==> src/rtl/window_manager.sv <==
// Register-window controller: SAVE/RESTORE moves Cwp, checks Wim, and spills/fills or traps.
// Optional feature macro WIN_AUTO_SPILL_EN: defined = spill/fill via memory, undefined = trap.
//
// state     | meaning
// IDLE      | waiting for Wim_Ld / Save / Restore
// SPILL_RD  | read r16+i of target window from PortA into the write-data register
// SPILL_WR  | memory write of one register, waits for MOC
// FILL_RD   | memory read of one register, waits for MOC
// FILL_WR   | load the fetched word into r16+i of target window
// COMMIT    | Done pulse; Cwp and Wim update at the exiting edge
module window_manager #(
  parameter logic [31:0] SPILL_BASE = 32'h0000_0F00
) (
  input  logic        Clk,
  input  logic        Clr,
  input  logic        Save,
  input  logic        Restore,
  input  logic        Wim_Ld,
  input  logic [3:0]  Wim_In,
  output logic [1:0]  Cwp,
  output logic [3:0]  Wim,
  output logic        Busy,
  output logic        Done,
  output logic        Trap,
  output logic [1:0]  Trap_Type,
  output logic        Rf_Own,
  output logic [1:0]  Rf_Win,
  output logic [4:0]  Rf_Sel,
  output logic        Rf_Ld,
  input  logic [31:0] Rf_Data_In,
  output logic [31:0] Rf_Data_Out,
  output logic        Mem_Req,
  output logic        Mem_Rw,
  output logic [31:0] Mem_Addr,
  output logic [31:0] Mem_Wdata,
  input  logic [31:0] Mem_Rdata,
  input  logic        MOC
);

  localparam logic [2:0] ST_IDLE     = 3'd0;
  localparam logic [2:0] ST_COMMIT   = 3'd5;
`ifdef WIN_AUTO_SPILL_EN
  localparam logic [2:0] ST_SPILL_RD = 3'd1;
  localparam logic [2:0] ST_SPILL_WR = 3'd2;
  localparam logic [2:0] ST_FILL_RD  = 3'd3;
  localparam logic [2:0] ST_FILL_WR  = 3'd4;

  localparam logic [1:0] K_NONE  = 2'd0;
  localparam logic [1:0] K_SPILL = 2'd1;
  localparam logic [1:0] K_FILL  = 2'd2;
`endif

  logic [2:0]  state_q, state_d;
  logic [1:0]  cwp_q, cwp_d;
  logic [3:0]  wim_q, wim_d;
  logic [1:0]  n_q, n_d;
  logic        trap_q, trap_d;
  logic [1:0]  trap_type_q, trap_type_d;
  logic [1:0]  tgt;

`ifdef WIN_AUTO_SPILL_EN
  logic [3:0]  idx_q, idx_d;
  logic [1:0]  kind_q, kind_d;
  logic [31:0] wdata_q, wdata_d;
  logic [31:0] rdout_q, rdout_d;
`endif

  // Save has priority when both requests arrive together
  assign tgt = Save ? (cwp_q - 2'd1) : (cwp_q + 2'd1);

  always_comb begin
    state_d     = state_q;
    cwp_d       = cwp_q;
    wim_d       = wim_q;
    n_d         = n_q;
    trap_d      = 1'b0;
    trap_type_d = trap_type_q;
`ifdef WIN_AUTO_SPILL_EN
    idx_d       = idx_q;
    kind_d      = kind_q;
    wdata_d     = wdata_q;
    rdout_d     = rdout_q;
`endif
    case (state_q)
      ST_IDLE: begin
        if (Wim_Ld) begin
          wim_d = Wim_In;
        end else if (Save || Restore) begin
          n_d = tgt;
          if (!wim_q[tgt]) begin
            state_d = ST_COMMIT;
`ifdef WIN_AUTO_SPILL_EN
            kind_d  = K_NONE;
`endif
          end else begin
`ifdef WIN_AUTO_SPILL_EN
            idx_d = 4'd0;
            if (Save) begin
              state_d = ST_SPILL_RD;
              kind_d  = K_SPILL;
            end else begin
              state_d = ST_FILL_RD;
              kind_d  = K_FILL;
            end
`else
            trap_d      = 1'b1;
            trap_type_d = Save ? 2'b01 : 2'b10;
`endif
          end
        end
      end
`ifdef WIN_AUTO_SPILL_EN
      ST_SPILL_RD: begin
        wdata_d = Rf_Data_In;
        state_d = ST_SPILL_WR;
      end
      ST_SPILL_WR: begin
        if (MOC) begin
          if (idx_q == 4'd15) begin
            state_d = ST_COMMIT;
          end else begin
            idx_d   = idx_q + 4'd1;
            state_d = ST_SPILL_RD;
          end
        end
      end
      ST_FILL_RD: begin
        if (MOC) begin
          rdout_d = Mem_Rdata;
          state_d = ST_FILL_WR;
        end
      end
      ST_FILL_WR: begin
        if (idx_q == 4'd15) begin
          state_d = ST_COMMIT;
        end else begin
          idx_d   = idx_q + 4'd1;
          state_d = ST_FILL_RD;
        end
      end
`endif
      ST_COMMIT: begin
        state_d = ST_IDLE;
        cwp_d   = n_q;
`ifdef WIN_AUTO_SPILL_EN
        if (kind_q == K_SPILL) begin
          wim_d = {wim_q[0], wim_q[3:1]};
        end else if (kind_q == K_FILL) begin
          wim_d = {wim_q[2:0], wim_q[3]};
        end
`endif
      end
      default: state_d = ST_IDLE;
    endcase
  end

  always_ff @(posedge Clk or negedge Clr) begin
    if (!Clr) begin
      state_q     <= ST_IDLE;
      cwp_q       <= 2'b11;
      wim_q       <= 4'b0001;
      n_q         <= 2'b00;
      trap_q      <= 1'b0;
      trap_type_q <= 2'b00;
`ifdef WIN_AUTO_SPILL_EN
      idx_q       <= 4'd0;
      kind_q      <= K_NONE;
      wdata_q     <= 32'd0;
      rdout_q     <= 32'd0;
`endif
    end else begin
      state_q     <= state_d;
      cwp_q       <= cwp_d;
      wim_q       <= wim_d;
      n_q         <= n_d;
      trap_q      <= trap_d;
      trap_type_q <= trap_type_d;
`ifdef WIN_AUTO_SPILL_EN
      idx_q       <= idx_d;
      kind_q      <= kind_d;
      wdata_q     <= wdata_d;
      rdout_q     <= rdout_d;
`endif
    end
  end

  assign Cwp       = cwp_q;
  assign Wim       = wim_q;
  assign Busy      = (state_q != ST_IDLE);
  assign Done      = (state_q == ST_COMMIT);
  assign Trap      = trap_q;
  assign Trap_Type = trap_type_q;

`ifdef WIN_AUTO_SPILL_EN
  logic rf_own;
  logic mem_req;

  assign rf_own      = (state_q == ST_SPILL_RD) || (state_q == ST_FILL_WR);
  assign mem_req     = (state_q == ST_SPILL_WR) || (state_q == ST_FILL_RD);

  assign Rf_Own      = rf_own;
  assign Rf_Win      = rf_own ? n_q : 2'b00;
  assign Rf_Sel      = rf_own ? {1'b1, idx_q} : 5'd0;
  assign Rf_Ld       = (state_q == ST_FILL_WR);
  assign Rf_Data_Out = rdout_q;
  // n and i are frozen while a request is pending, so the address is stable
  assign Mem_Req     = mem_req;
  assign Mem_Rw      = (state_q == ST_FILL_RD);
  assign Mem_Addr    = mem_req ? (SPILL_BASE + {24'd0, n_q, idx_q, 2'b00}) : 32'd0;
  assign Mem_Wdata   = wdata_q;
`else
  logic unused_inputs;

  assign unused_inputs = ^{Rf_Data_In, Mem_Rdata, MOC, SPILL_BASE};

  assign Rf_Own      = 1'b0;
  assign Rf_Win      = 2'b00;
  assign Rf_Sel      = 5'd0;
  assign Rf_Ld       = 1'b0;
  assign Rf_Data_Out = 32'd0;
  assign Mem_Req     = 1'b0;
  assign Mem_Rw      = 1'b0;
  assign Mem_Addr    = 32'd0;
  assign Mem_Wdata   = 32'd0;
`endif

endmodule

==> config.mk <==
export PLATFORM = sky130hd
export DESIGN_NAME = window_manager
export DESIGN_NICKNAME = d
export VERILOG_FILES = /design/src/rtl/window_manager.sv
export SDC_FILE = /design/constraint.sdc
export NUM_CORES = 1
export LEC_CHECK = 0
export ABC_AREA = 1
export CELL_PAD_IN_SITES_DETAIL_PLACEMENT = 0
export CELL_PAD_IN_SITES_GLOBAL_PLACEMENT = 1
export CORE_AREA = 2 2 76 132
export DETAILED_ROUTE_END_ITERATION = 8
export DIE_AREA = 0 0 78 134
export PLACE_DENSITY_LB_ADDON = 0.08
export SETUP_SLACK_MARGIN = 0.02
export SYNTH_ARGS = -nofsm -noshare
export SYNTH_HDL_FRONTEND = slang
export SYNTH_SLANG_ARGS = --single-unit
==> constraint.sdc <==
create_clock -name Clk -period 1.3 [get_ports Clk]
set_input_delay 0.13 -clock Clk [delete_from_list [all_inputs] [get_ports Clk]]
set_output_delay 0.13 -clock Clk [all_outputs]
set_load 0.02 [all_outputs]
Word level (Yosys, flattened, before mapping). Cells that the tools add are included.

Register bits: 14. Bits of input ports: 74. Output and inout bits: 118. Word-level logic and storage cells: 33.

Add/subtract/negate cells: 2. Magnitude comparators: 1. Equality and inequality tests: 4. Mux-type cells: 12. Bitwise gates (word level): 1. Reductions and logical operators: 7.

Operators by type and width (count): $mux 3 (4); $ne 2x2->1 const B (3); $reduce_and 3->1 (2); $mux 1 (5); $mux 2 (2); $reduce_and 4->1 (1); $eq 3x3->1 const B (1); $logic_not 3->1 (1); $lt 2x3->1 const B (1); $reduce_bool 3->1 (1); $add 2x1->2 const B (1); $bmux 1 s2 (1); $reduce_and 2->1 (1); $sub 2x1->2 const B (1); $logic_or 1x1->1 (1); $not 1->1 (1).

Longest topological paths before layout. Gate-level depths: netlist (run 1).

Word-level depth: 8. Depth in mapped cells: 8. Mapped depth without buffers: 8.

Worst setup path after synthesis (run 1). No wires, ideal clock.

Kind: register to register. Start: register cwp_q[1] (netlist: Cwp[1]). End: register trap_type_q[0] (netlist: Trap_Type[0]). Setup time: 0.117 ns. Arrival: 1.106 ns. Required time: 1.183 ns. Setup slack: 0.077 ns. Stages on the path, launching flop included: 8. Path buffers: 0. Period minus slack after synthesis: 1.223 ns. Path through: dfstp_2 -> inv_1 -> nand2_1 -> nand3_2 -> nand3_2 -> nand3_2 -> nand2_1 -> nand2_1.

Longest elaborated chain between the ends: 5. Elaborated cells between the ends (all ways): 6. Those cells by class: add/sub (2); mux (3); reduce/logical (1).

RTL lines: start: declaration (RTL line 54) `logic [1:0] cwp_q, cwp_d;`; start signal: assignment (RTL line 173) `cwp_q <= cwp_d;`; $add 2x1->2 or $sub 2x1->2 (tied branches) (RTL line 69) `assign tgt = Save ? (cwp_q - 2'd1) : (cwp_q + 2'd1);`; $mux 2 * (RTL line 69); $bmux 1 s2 * (RTL line 90) `if (!wim_q[tgt]) begin`; $mux 1 (implied by the code) * (RTL line 90); $reduce_and 4->1 (no source line) *; end signal: assignment (RTL line 177) `trap_type_q <= trap_type_d;`; end: declaration (RTL line 58) `logic [1:0] trap_type_q, trap_type_d;`.

Every way passes the cells marked *; elsewhere a longest branch is shown, timed or not. The select of a mux whose other input is x is not followed. A chain may end at the register's enable or synchronous reset.

Worst setup path after layout (run 1).
Start: register cwp_q[1] (netlist: Cwp[1]). End: output Cwp[1].

RTL lines: end: declaration (RTL line 20) `output logic [1:0] Cwp,`.

No word-level cell between the ends.

==> impl_metrics.tcl, run 1 <==
set metrics [dict create \
    critPathMaxFanout 4 \
    drt-initial-drc-count 6 \
    slowest_delay_ns 0.58 \
    cp.depth 1 \
    total_power_w 0.00288 \
    reg2regPathDepth 7 \
    antenna_found_initial 0 \
    wl_microns 2570 \
    worstSetupEndpointType "output port" \
    fin_skew_ns 0.00347 \
    path_cells "clkdlybuf4s15_1" \
    crit_start "Cwp[1]$_DFFE_PN1P_" \
    ir_drop_v 0.000537 \
    status "complete, no violations" \
    synth.top_cell.area_share_pct 59.2 \
    p_comb_share_pct 52.0 \
    start_util_pct 14.5 \
    synth-adder-area-share_pct 0 \
    cp.arrival_ns 1.15 \
    cp_num_buf_inv 1 \
    synthXorXnorAreaFrac_pct 0 \
    vias 800 \
    cts_buffers 3 \
    dieArea_sq_mm 0.0105 \
    synth.yosys.warnings 0 \
    htree_num_levels 1 \
    crit_slowest_cell "dfstp_2" \
    grt_remaining_overflow 0 \
    p_leak_nw 0.825 \
    power_frac_seq_pct 25.2 \
    rrSetupSlack_ns 0.03 \
    chipHeight_microns 134 \
    clkPwrFrac_pct 22.8 \
    synth_area_sq_mm 0.00137 \
    p_per_area_mw_per_mm2 1840 \
    final_cell_mix "conb_1, buf_4, dfrtp_1, clkdlybuf4s50_1, dlygate4sd2_1" \
    hpwl_microns 2130 \
    io_buffers 19 \
    netlist_instances 165 \
    grt_pass1_wl_microns 3540 \
    crit_type "reg -> out" \
    max_freq_mhz 783 \
    fillers 1117 \
    synth_cell_types 19 \
    hold_viol 0 \
    finalCritPeriodShare_pct 98.3 \
    switchingPower_w 0.00129 \
    max-cap-violations 0 \
    synth-seq-area-share_pct 22.2 \
    num_rows 47 \
    insertion_delay_ns 0.25 \
    cts_sinks 12 \
    worstPathRequired_ns 1.17 \
    synth_compound_area_share_pct 3.29 \
    area_growth_pct 14.2 \
    p_sw_share_pct 44.9 \
    period_needed_ns 1.28 \
    antenna_cells 0 \
    ff_latch_area_sq_um 305 \
    avgSynthCellArea_sq_um 8.30 \
    timing.rr.start "Cwp[1]$_DFFE_PN1P_" \
    ioPinCount 192 \
    path_clk_slew_ns 0.05 \
    antenna_left 0 \
    wl_per_cell_microns 8.04 \
    tritoncts "yes" \
    yosysTopAreaCell "buf_4" \
    drc_errors 0 \
    reg2reg_to "Trap_Type[0]$_DFFE_PN0P_" \
    multiInputGateArea_sq_um 706 \
    critPathTopFamily "flip-flops" \
    gp_congestion 0.629 \
    grt_max_degree 13 \
    grt_pass1_vias 658 \
    report.final.slew_viol_count 0 \
    rsz0062_at_grt "true" \
    ys_ff_latch 12 \
    yosys-top-cells-area "buf_4, dfrtp_1, dfstp_2" \
    endpoint "Cwp[1]" \
    cts-root-buf "clkbuf_16" \
    drive_above_1_share_pct 22.7 \
    grt_use_total_pct 4.52 \
    mostFrequentLayoutCell "conb_1" \
    first_pass_iters 2 \
    chipWidth_microns 78 \
    hp-class "in -> async" \
    synthMuxAreaShare_pct 2.47 \
    clock_path_buffers 2 \
    power.internal_w 0.00159 \
    finalNetCount 273 \
    core-area_sq_mm 0.00941 \
    cts_hold_buf 0 \
    synth-simple-area-share_pct 10.6 \
    startpoint_type "flip-flop" \
    vias_per_cell 2.50 \
    finalSetupViolCount 0 \
    synth_top_family_by_area "buffers and inverters" \
    final_util_pct 16.6 \
]
per-layer routing:
layer  wire length (microns)  share of wire (%)  up-vias  track usage [%]
met2                    1280                 50       92             7.76
li1                        -                  -      362                -
met5                       0                  0        -                0
met4                      22               0.85        0             1.46
met3                     366                 14        2             1.62
met1                     903                 35      344             5.18
state kept, by name, summed over array words and instances, names as in the netlist:
name	cells
Cwp	2
Trap	1
Trap_Type	2
Wim	4
n_q	2
state_q	1
cells in the mapped netlist:
library cell	number
nor2_1	3
inv_2	3
o21ai_0	3
nor3_4	1
mux2_2	3
a21oi_1	2
nand3_2	4
dfrtp_1	9
o21ai_2	1
buf_4	108
a31oi_1	1
o21ai_1	1
or2_1	1
nand4_1	2
nand2_2	1
dfstp_2	3
conb_1	1
inv_1	4
nand2_1	14
cell families after synthesis:
kind of cell / Yosys count
buf+inv: 115
simple gates: 26
flops: 12
compound gates: 8
mux: 3
other cells: 1
power by group through the flow:
stage          Clock [W]  Combinational (W)  Sequential, W
4_1_cts         0.000682            0.00143       0.000727
5_1_grt         0.000694            0.00163       0.000765
3_5_place_dp           0            0.00134       0.000729
3_3_place_gp           0            0.00135       0.000731
2_1_floorplan          0           0.000902       0.000825
6_report        0.000656            0.00150       0.000725
layout make-up:
| class | instances | area share (%) |
|---|---|---|
| Timing Repair Buffer | 31 | 18.0 |
| Tap cell | 122 | 9.77 |
| Inverter | 7 | 1.84 |
| Multi-Input combinational cell | 144 | 45.2 |
| Sequential cell | 12 | 19.5 |
| Clock buffer | 4 | 5.68 |
worst reg2reg max path: cells and delay by family, from the launching register on:
| kind | cells | cell delay [ns] |
|---|---|---|
| simple gates | 6 | 0.50 |
| flops | 1 | 0.58 |
| buf+inv | 1 | 0.07 |
per-stage QoR:
stage | setup TNS (ns) | hold slack, ns | instance area, sq um | instances | setup WS, ns
after floorplan | 0 | -0.166 | 1770 | 271 | 0.0772
after global placement | -1.03 | 0.468 | 1390 | 314 | -0.139
after detailed placement | -1.01 | 0.460 | 1390 | 314 | -0.171
after CTS | -0.00394 | 0.207 | 1520 | 320 | -0.00394
after global routing | -0.232 | 0.226 | 1560 | 320 | -0.0749
final | 0 | 0.202 | 1560 | 320 | 0.0224
what timing repair did:
item,4_1_cts,5_1_grt
pin swaps,5,8
hold endpoints to repair,0,0
setup endpoints to repair,18,7
setup buffers,2,0
gates resized for setup,29,9
how the worst min path moves through the flow:
stage / end / slack (ns) / depth (start not counted)
global route: n_q[1]$_DFFE_PN0P_ / 0.23 / 2
global placement: n_q[1]$_DFFE_PN0P_ / 0.47 / 2
detailed placement: n_q[1]$_DFFE_PN0P_ / 0.46 / 2
floorplan: Trap$_DFF_PN0_ / -0.17 / 0
finish: n_q[1]$_DFFE_PN0P_ / 0.20 / 2
CTS: n_q[1]$_DFFE_PN0P_ / 0.21 / 2
Note: power is estimated with default switching activity, not from simulation.
==> inputs of run 2 (changes only) <==
Settings changed: ABC_CLOCK_PERIOD_IN_PS set to 1200, GPL_ROUTABILITY_DRIVEN set to 1.
Clock period 1.3 ns to 1.2 ns, I/O delays scaled along.
==> run 2 against run 1 <==
  * The run now ends with setup timing left
  * Clock power increased by 5.6%
  * First-iteration DRC count increased to 3.2 times the previous value
  * Cell area decreased by 0.16%
  * Die area unchanged
  * Critical endpoint is now Trap_Type[0]$_DFFE_PN0P_
  * Highest routed layer unchanged
==> impl_metrics.tcl, run 2 (synthesized netlist as in run 1, its figures left out) <==
set metrics [dict create \
    wl_microns 2520 \
    drive_above_1_share_pct 23.2 \
    grt_pass1_vias 608 \
    hpwl_microns 2140 \
    power.internal_w 0.00175 \
    dieArea_sq_mm 0.0105 \
    rsz0062_at_grt "true" \
    fin_cells 325 \
    clock_path_buffers 2 \
    clkPwrFrac_pct 22.5 \
    drc_errors 0 \
    period_needed_ns 1.26 \
    power_frac_seq_pct 24.7 \
    p_per_area_mw_per_mm2 1980 \
    insertion_delay_ns 0.24 \
    largest_reg_flops 4 \
    core-area_sq_mm 0.00941 \
    antenna_found_initial 0 \
    slowest_delay_ns 0.62 \
    crit_type "reg -> reg" \
    startpoint_type "flip-flop" \
    p_leak_nw 0.837 \
    max-cap-violations 0 \
    switchingPower_w 0.00133 \
    final_util_pct 16.6 \
    ioPinCount 192 \
    final_cell_mix "conb_1, buf_4, nand2_1" \
    finalSetupViolCount 6 \
    mostFrequentLayoutCell "conb_1" \
    finalNetCount 278 \
    layout_setup_ws_ns -0.0614 \
    chipWidth_microns 78 \
    vias 812 \
    crit_slowest_cell "dfstp_2" \
    grt_use_total_pct 4.41 \
    first_pass_iters 4 \
    htree_num_levels 1 \
    placed_area_sq_mm 0.00138 \
    path_cells "buf_6 -> nand3_4 -> nand2_2 -> nand2_4 -> nand4_1 -> nand2_1" \
    num_rows 47 \
    antenna_left 0 \
    grt_max_degree 8 \
    hp-class "in -> async" \
    cts_sinks 12 \
    status "finished with violations" \
    violations "setup timing" \
    cts-root-buf "clkbuf_16" \
    post-route-cell-area_sq_mm 0.00156 \
    fin_skew_ns 0.00370 \
    hold_viol 0 \
    path_clk_slew_ns 0.05 \
    cts_hold_buf 0 \
    grt_remaining_overflow 0 \
    grt_pass1_wl_microns 3380 \
    ir_drop_v 0.000506 \
    wl_per_cell_microns 7.75 \
    p_comb_share_pct 52.8 \
    cts_buffers 3 \
    report.final.slew_viol_count 0 \
    worstPathRequired_ns 1.33 \
    gp_congestion 0.644 \
    chipHeight_microns 134 \
    p_sw_share_pct 43.1 \
    hold_slack_ns 0.129 \
    dp_cells 315 \
    critPathMaxFanout 7 \
    tritoncts "yes" \
    io_buffers 19 \
    start_util_pct 14.5 \
    cp.arrival_ns 1.40 \
    finalCritPeriodShare_pct 105 \
    worstSetupEndpointType "flip-flop" \
    area_growth_pct 14.0 \
    vias_per_cell 2.50 \
    antenna_cells 0 \
    drt-initial-drc-count 19 \
    max_freq_mhz 793 \
]
run 2: cell types whose count changed in the layout (fill, tap and decap cells not counted), sizes merged:
cell,change
buf,+7
dlygate4sd2,-2
run 2: path summary, 6_finish.rpt:
| path | from | end | slack (ns) | depth (start not counted) |
|---|---|---|---|---|
| hold reg to reg | Trap_Type[1]$_DFFE_PN0P_ | Trap_Type[1]$_DFFE_PN0P_ | 0.46 | 2 |
| setup / recovery | Cwp[0]$_DFFE_PN1P_ | Trap_Type[0]$_DFFE_PN0P_ | -0.06 | 6 |
| max in group asynchronous | Clr | Cwp[1]$_DFFE_PN1P_ | 0.61 | 2 |
| hold / removal | Clr | Trap_Type[1]$_DFFE_PN0P_ | 0.13 | 1 |
| setup reg to reg | Cwp[0]$_DFFE_PN1P_ | Trap_Type[0]$_DFFE_PN0P_ | -0.06 | 6 |
| min in group Clk | Wim_In[0] | Wim[0]$_DFFE_PN1P_ | 0.42 | 3 |
run 2: what timing repair did:
item,4_1_cts,5_1_grt
pin swaps,1,4
gates cloned,0,0
resized for setup,25,14
setup buffers,2,4
setup endpoints to repair,19,11
run 2: layer usage:
metal  vias to the layer above  GRT usage, %  wire (microns)
met4                         0          1.75              19
met5                         -             0               0
met3                         2          1.88             366
li1                        372             -               -
met1                       349          4.85             870
met2                        89          7.42            1260
run 2: cell type report:
type | count | area, sq um
Inverter | 7 | 28.8
Timing Repair Buffer | 36 | 313
Multi-Input combinational cell | 144 | 672
Tap cell | 122 | 153
Sequential cell | 12 | 305
Fill cell | 1104 | 7850
Clock buffer | 4 | 88.8
run 2: per-stage QoR:
step                      setup TNS, ns  total power (W)  worst slack [ns]
after detailed placement          -1.99          0.00220            -0.238
final                            -0.225          0.00308           -0.0614
after global placement            -2.15          0.00223            -0.248
after floorplan                -0.00779          0.00188          -0.00390
after global routing             -0.697          0.00331            -0.142
after CTS                        -0.426          0.00297            -0.114
run 2: worst max-delay path: cells and delay by family, from the launching register on:
kind | cells | cell delay, ns
buf+inv | 1 | 0.13
flops | 1 | 0.62
simple gates | 5 | 0.40
run 2: power by group through the flow:
stage / combinational [W] / clock (W) / sequential, W
2_1_floorplan: 0.000977 / 0 / 0.000899
3_3_place_gp: 0.00144 / 0 / 0.000789
3_5_place_dp: 0.00141 / 0 / 0.000789
4_1_cts: 0.00147 / 0.000722 / 0.000774
5_1_grt: 0.00177 / 0.000737 / 0.000798
6_report: 0.00163 / 0.000693 / 0.000763
==> RTL change 1 (settings of run 1) <==
Add an input register stage for `Restore`, `Wim_Ld` and `Wim_In`, without a reset; this delays them by one clock. The other inputs are not delayed to match.
--- a/src/rtl/window_manager.sv
+++ b/src/rtl/window_manager.sv
@@ -39,6 +39,16 @@
 
   localparam logic [2:0] ST_IDLE     = 3'd0;
   localparam logic [2:0] ST_COMMIT   = 3'd5;
+
+  logic Restore_q;
+  logic Wim_Ld_q;
+  logic [3:0] Wim_In_q;
+
+  always_ff @(posedge Clk) begin
+    Restore_q <= Restore;
+    Wim_Ld_q  <= Wim_Ld;
+    Wim_In_q  <= Wim_In;
+  end
 `ifdef WIN_AUTO_SPILL_EN
   localparam logic [2:0] ST_SPILL_RD = 3'd1;
   localparam logic [2:0] ST_SPILL_WR = 3'd2;
@@ -83,9 +93,9 @@
 `endif
     case (state_q)
       ST_IDLE: begin
-        if (Wim_Ld) begin
-          wim_d = Wim_In;
-        end else if (Save || Restore) begin
+        if (Wim_Ld_q) begin
+          wim_d = Wim_In_q;
+        end else if (Save || Restore_q) begin
           n_d = tgt;
           if (!wim_q[tgt]) begin
             state_d = ST_COMMIT;
Check against the original RTL: not equivalent (a bounded check fails within 4 cycles, from zero or initial values).
==> RTL change 1 against run 1 <==
Worst setup slack improved by 0.023 ns. Via count increased by 3.5%. Largest power group unchanged. Critical endpoint is now Trap_Type[0]. Sequential cell count increased by 6. Highest routed layer unchanged. Sequential power increased by 24%. Design area increased by 4.7%. Die area unchanged. Total power increased by 5.1%. Count of clock-buffer cells in the layout unchanged. Final cell count increased by 0.94%. Core utilization increased by 0.78 points. Area after synthesis increased by 9.0%. Routed wire length decreased by 2.1%. Largest cell class unchanged. First-iteration DRC count decreased by 17%.
==> RTL change 1: results (changes against run 1) <==
----------------------------------------------------
[Layout]
  Area occupied by multi-input gates ... 698 sq um (was 706 sq um)
  Register Area ... 425 sq um (was 305 sq um)
  Fill cells ... 1090 (was 1117)
  Fraction of layout cells with a size suffix above 1 ... 19.9% (was 22.7%)
  Number of nets in the layout ... 276 (was 273)
  Total of plain and repair buffers excluding clock buffers ... 28 (was 31)
  Total number of sequential cells ... 18 (was 12)
  ClkCell Share ... 4.82% (was 5.68%)
  NonClk Buf Share ... 15.4% (was 18.0%)

[Hold path]
  Class of the most critical hold timing path ... primary input to asynchronous set/reset pin (unchanged)

[Worst setup path]
  Data arrival time at the worst-slack endpoint ... 1.39 ns (was 1.15 ns)

[Yosys]
  Synth async-reset ratio ... 66.7% (was 100%)
  Number of distinct standard cells referenced by the synthesized netlist ... 20 (was 19)
  Synth area leaders ... sky130_fd_sc_hd__buf_4, sky130_fd_sc_hd__dfrtp_1, sky130_fd_sc_hd__dfxtp_1 (was sky130_fd_sc_hd__buf_4, sky130_fd_sc_hd__dfrtp_1, sky130_fd_sc_hd__dfstp_2)
  Commonest cells in the synthesized netlist ... sky130_fd_sc_hd__buf_4, sky130_fd_sc_hd__nand2_1, sky130_fd_sc_hd__dfrtp_1, sky130_fd_sc_hd__dfxtp_1 (was sky130_fd_sc_hd__buf_4, sky130_fd_sc_hd__nand2_1, sky130_fd_sc_hd__dfrtp_1, sky130_fd_sc_hd__inv_1, sky130_fd_sc_hd__nand3_2)

[Route]
  Detailed-routing wirelength on met1 ... 740 um (was 903 um)
  WL per Instance ... 7.80 um (was 8.04 um)
  Detailed-route via count ... 828 (was 800)
  DR WL met2 ... 1320 um (was 1280 um)
  Detailed Route Iter0 Violations ... 5 (was 6)
  Met3 wirelength from detailed routing ... 399 um (was 366 um)

[Global route]
  GR met1 Demand/Resource ... 4.27% (was 5.18%)
  Total global-route track usage ... 4.44% (was 4.52%)
  Met2 routing resource usage after global routing ... 7.57% (was 7.76%)
  Number of global-route vias before repair ... 622 (was 658)
  Met3 track demand over resource ... 2.15% (was 1.62%)
  Global-route wire length before repair ... 3330 um (was 3540 um)

[Power]
  Leakage power summed over all cells ... 0.000864 uW (was 0.000825 uW)
  Switching portion of total power ... 43.1% (was 44.9%)
  Maximum VDD drop ... 0.458 mV (was 0.537 mV)
  P_clk ... 628 uW (was 656 uW)

[Place]
  Instance area at placement ... 1480 sq um (was 1390 sq um)
  Routability congestion estimate ... 0.691 (was 0.629)
  Placed wire-length estimate ... 2140 um (was 2130 um)

[Status]
  Run status ... complete, no violations (unchanged)

----------------------------------------------------
-- RTL change 1: worst max-delay path: cells and delay by family, from the launching register on --
| kind | cells | cell delay, ns |
|---|---|---|
| flip-flops | 1 | 0.57 |
| buffers and inverters | 1 | 0.06 |
| AND/OR/NAND/NOR | 6 | 0.51 |
-- RTL change 1: metrics by stage --
stage | util (%) | hold WS, ns | power, uW | instances | TNS [ns]
2_1_floorplan | - | -0.166 | 1940 | 277 | 0
3_3_place_gp | 15.7 | 0.423 | 2300 | 316 | -0.787
3_5_place_dp | 15.7 | 0.434 | 2280 | 316 | -0.779
4_1_cts | 17.2 | 0.197 | 3060 | 322 | -0.0116
5_1_grt | 17.4 | 0.208 | 3240 | 323 | -0.0641
6_report | 17.4 | 0.193 | 3020 | 323 | 0
-- RTL change 1: kinds of logic (layout without fill, tap and decap cells) --
| group | Yosys count | count (layout) | share of synthesized area (%) |
|---|---|---|---|
| buf+inv | 115 | 39 | 56.1 |
| mux | 3 | 3 | 2.26 |
| simple gates | 26 | 26 | 9.90 |
| flops | 18 | 18 | 28.4 |
| compound gates | 8 | 8 | 3.02 |
| other cells | 1 | 107 | 0.251 |
-- RTL change 1: final timing paths --
kind,endpoint,startpoint,cells after the start,slack (ns)
min in group Clk,Trap_Type[0],Save,3,0.32
max reg2reg,Trap_Type[0],Cwp[1],7,0.05
max,Trap_Type[0],Cwp[1],7,0.05
min,Trap_Type[1],Clr,2,0.19
min reg2reg,Wim[0],Wim_In_q[0],2,0.43
max in group asynchronous,Cwp[1],Clr,2,0.87
-- RTL change 1: repair_timing --
action	4_1_cts	5_1_grt
setup endpoints to repair	15	12
gates resized for setup	27	8
pin swaps	6	5
setup buffers	2	1
hold endpoints to repair	0	0
==> RTL change 2 (settings of run 1) <==
Without the edit above. The option `WIN_AUTO_SPILL_EN` is turned on by a define.
--- a/src/rtl/window_manager.sv
+++ b/src/rtl/window_manager.sv
@@ -8,6 +8,8 @@
 // FILL_RD   | memory read of one register, waits for MOC
 // FILL_WR   | load the fetched word into r16+i of target window
 // COMMIT    | Done pulse; Cwp and Wim update at the exiting edge
+`define WIN_AUTO_SPILL_EN
+
 module window_manager #(
   parameter logic [31:0] SPILL_BASE = 32'h0000_0F00
 ) (
Formal check against the unedited RTL: not equivalent (a bounded check fails within 4 cycles, from zero or initial values).
==> RTL change 2 against run 1 <==
Global-route usage up 17 points. Design area rose to 4.3 times the old value. Clock power grew to 4.3 times the old value. The flow now finishes with violations (setup timing). Sequential cell count rose by 69. Count of clock-buffer cells in the layout increased by 5. Routed wire length grew to 4.3 times the old value. Worst setup slack got worse by 0.48 ns. Area after synthesis grew to 2.8 times the old value. Total power rose to 5.8 times the old value.
==> RTL change 2: results (changes against run 1) <==
----------------------------------------------------
[Status]
  Run status ... finished with violations (was complete, no violations)
  Violations in the final reports ... setup timing

[Place]
  Instance area at placement ... 5820 sq um (was 1390 sq um)

[Route]
  WL per Instance ... 14.7 um (was 8.04 um)
  Met3 wirelength from detailed routing ... 632 um (was 366 um)
  Detailed Route Iter0 Violations ... 155 (was 6)
  1st-pass router iterations ... 4 (was 2)

[Clocking]
  Clock sink total ... 81 (was 12)
  CTS hold repair buffers ... 1 (was 0)

[Yosys]
  Sequential-to-total area share from yosys stat ... 53.0% (was 22.2%)
  Mux contribution to synthesized area ... 12.3% (was 2.47%)

[Worst setup path]
  Endpoint of the worst-slack reg-to-reg timing path ... Rf_Data_Out[15] (was Trap_Type[0])
  CP top delay family ... buffers and inverters (was flip-flops)
  Origin of the critical flop-to-flop path ... state_q[1] (was Cwp[1])
  Standard cell with the maximum stage delay on the critical path ... sky130_fd_sc_hd__dfrtp_1 (was sky130_fd_sc_hd__dfstp_2)
  Setup slack on the worst flop-to-flop path ... -0.44 ns (was 0.03 ns)
  Worst path max stage delay ... 0.42 ns (was 0.58 ns)

[STA]
  Final number of setup-violating endpoints ... 68 (was 0)
  PnR worst setup slack ... -0.461 ns (was 0.0224 ns)
  Final setup skew ... 0.0133 ns (was 0.00347 ns)

[Layout]
  ClkCell Share ... 4.96% (was 5.68%)
  Number of multi-input combinational cells in the layout ... 270 (was 144)
  Number of non-filler instances in the completed layout ... 747 (was 320)
  Register Area ... 2030 sq um (was 305 sq um)

[Power]
  Switching portion of total power ... 40.9% (was 44.9%)
  Leakage power summed over all cells ... 0.00339 uW (was 0.000825 uW)

[Global route]
  Total global-route track usage ... 21.4% (was 4.52%)
  Global-route wire length before repair ... 17600 um (was 3540 um)
  Number of global-route vias before repair ... 3601 (was 658)
  GR met1 Demand/Resource ... 22.7% (was 5.18%)

----------------------------------------------------
==> RTL change 2: how the worst min path moves through the flow <==
stage,cells past startpoint,to,slack [ns],start
3_3_place_gp,2,Wim[2],0.20,Clr
3_5_place_dp,2,Wim[2],0.20,Clr
2_1_floorplan,0,Mem_Wdata[0],-0.17,Clr
5_1_grt,3,Mem_Wdata[9],0.34,Rf_Data_In[9]
6_report,3,Mem_Wdata[24],0.33,Rf_Data_In[24]
4_1_cts,3,Mem_Wdata[31],0.32,Rf_Data_In[31]
==> RTL change 2: power groups by stage <==
| stage | sequential (uW) | combinational (uW) | clock (uW) |
|---|---|---|---|
| floorplan | 5820 | 3510 | 0 |
| global placement | 4490 | 8730 | 0 |
| detailed placement | 4540 | 8800 | 0 |
| CTS | 4460 | 9230 | 2890 |
| global route | 4620 | 10300 | 2980 |
| finish | 4460 | 9540 | 2800 |
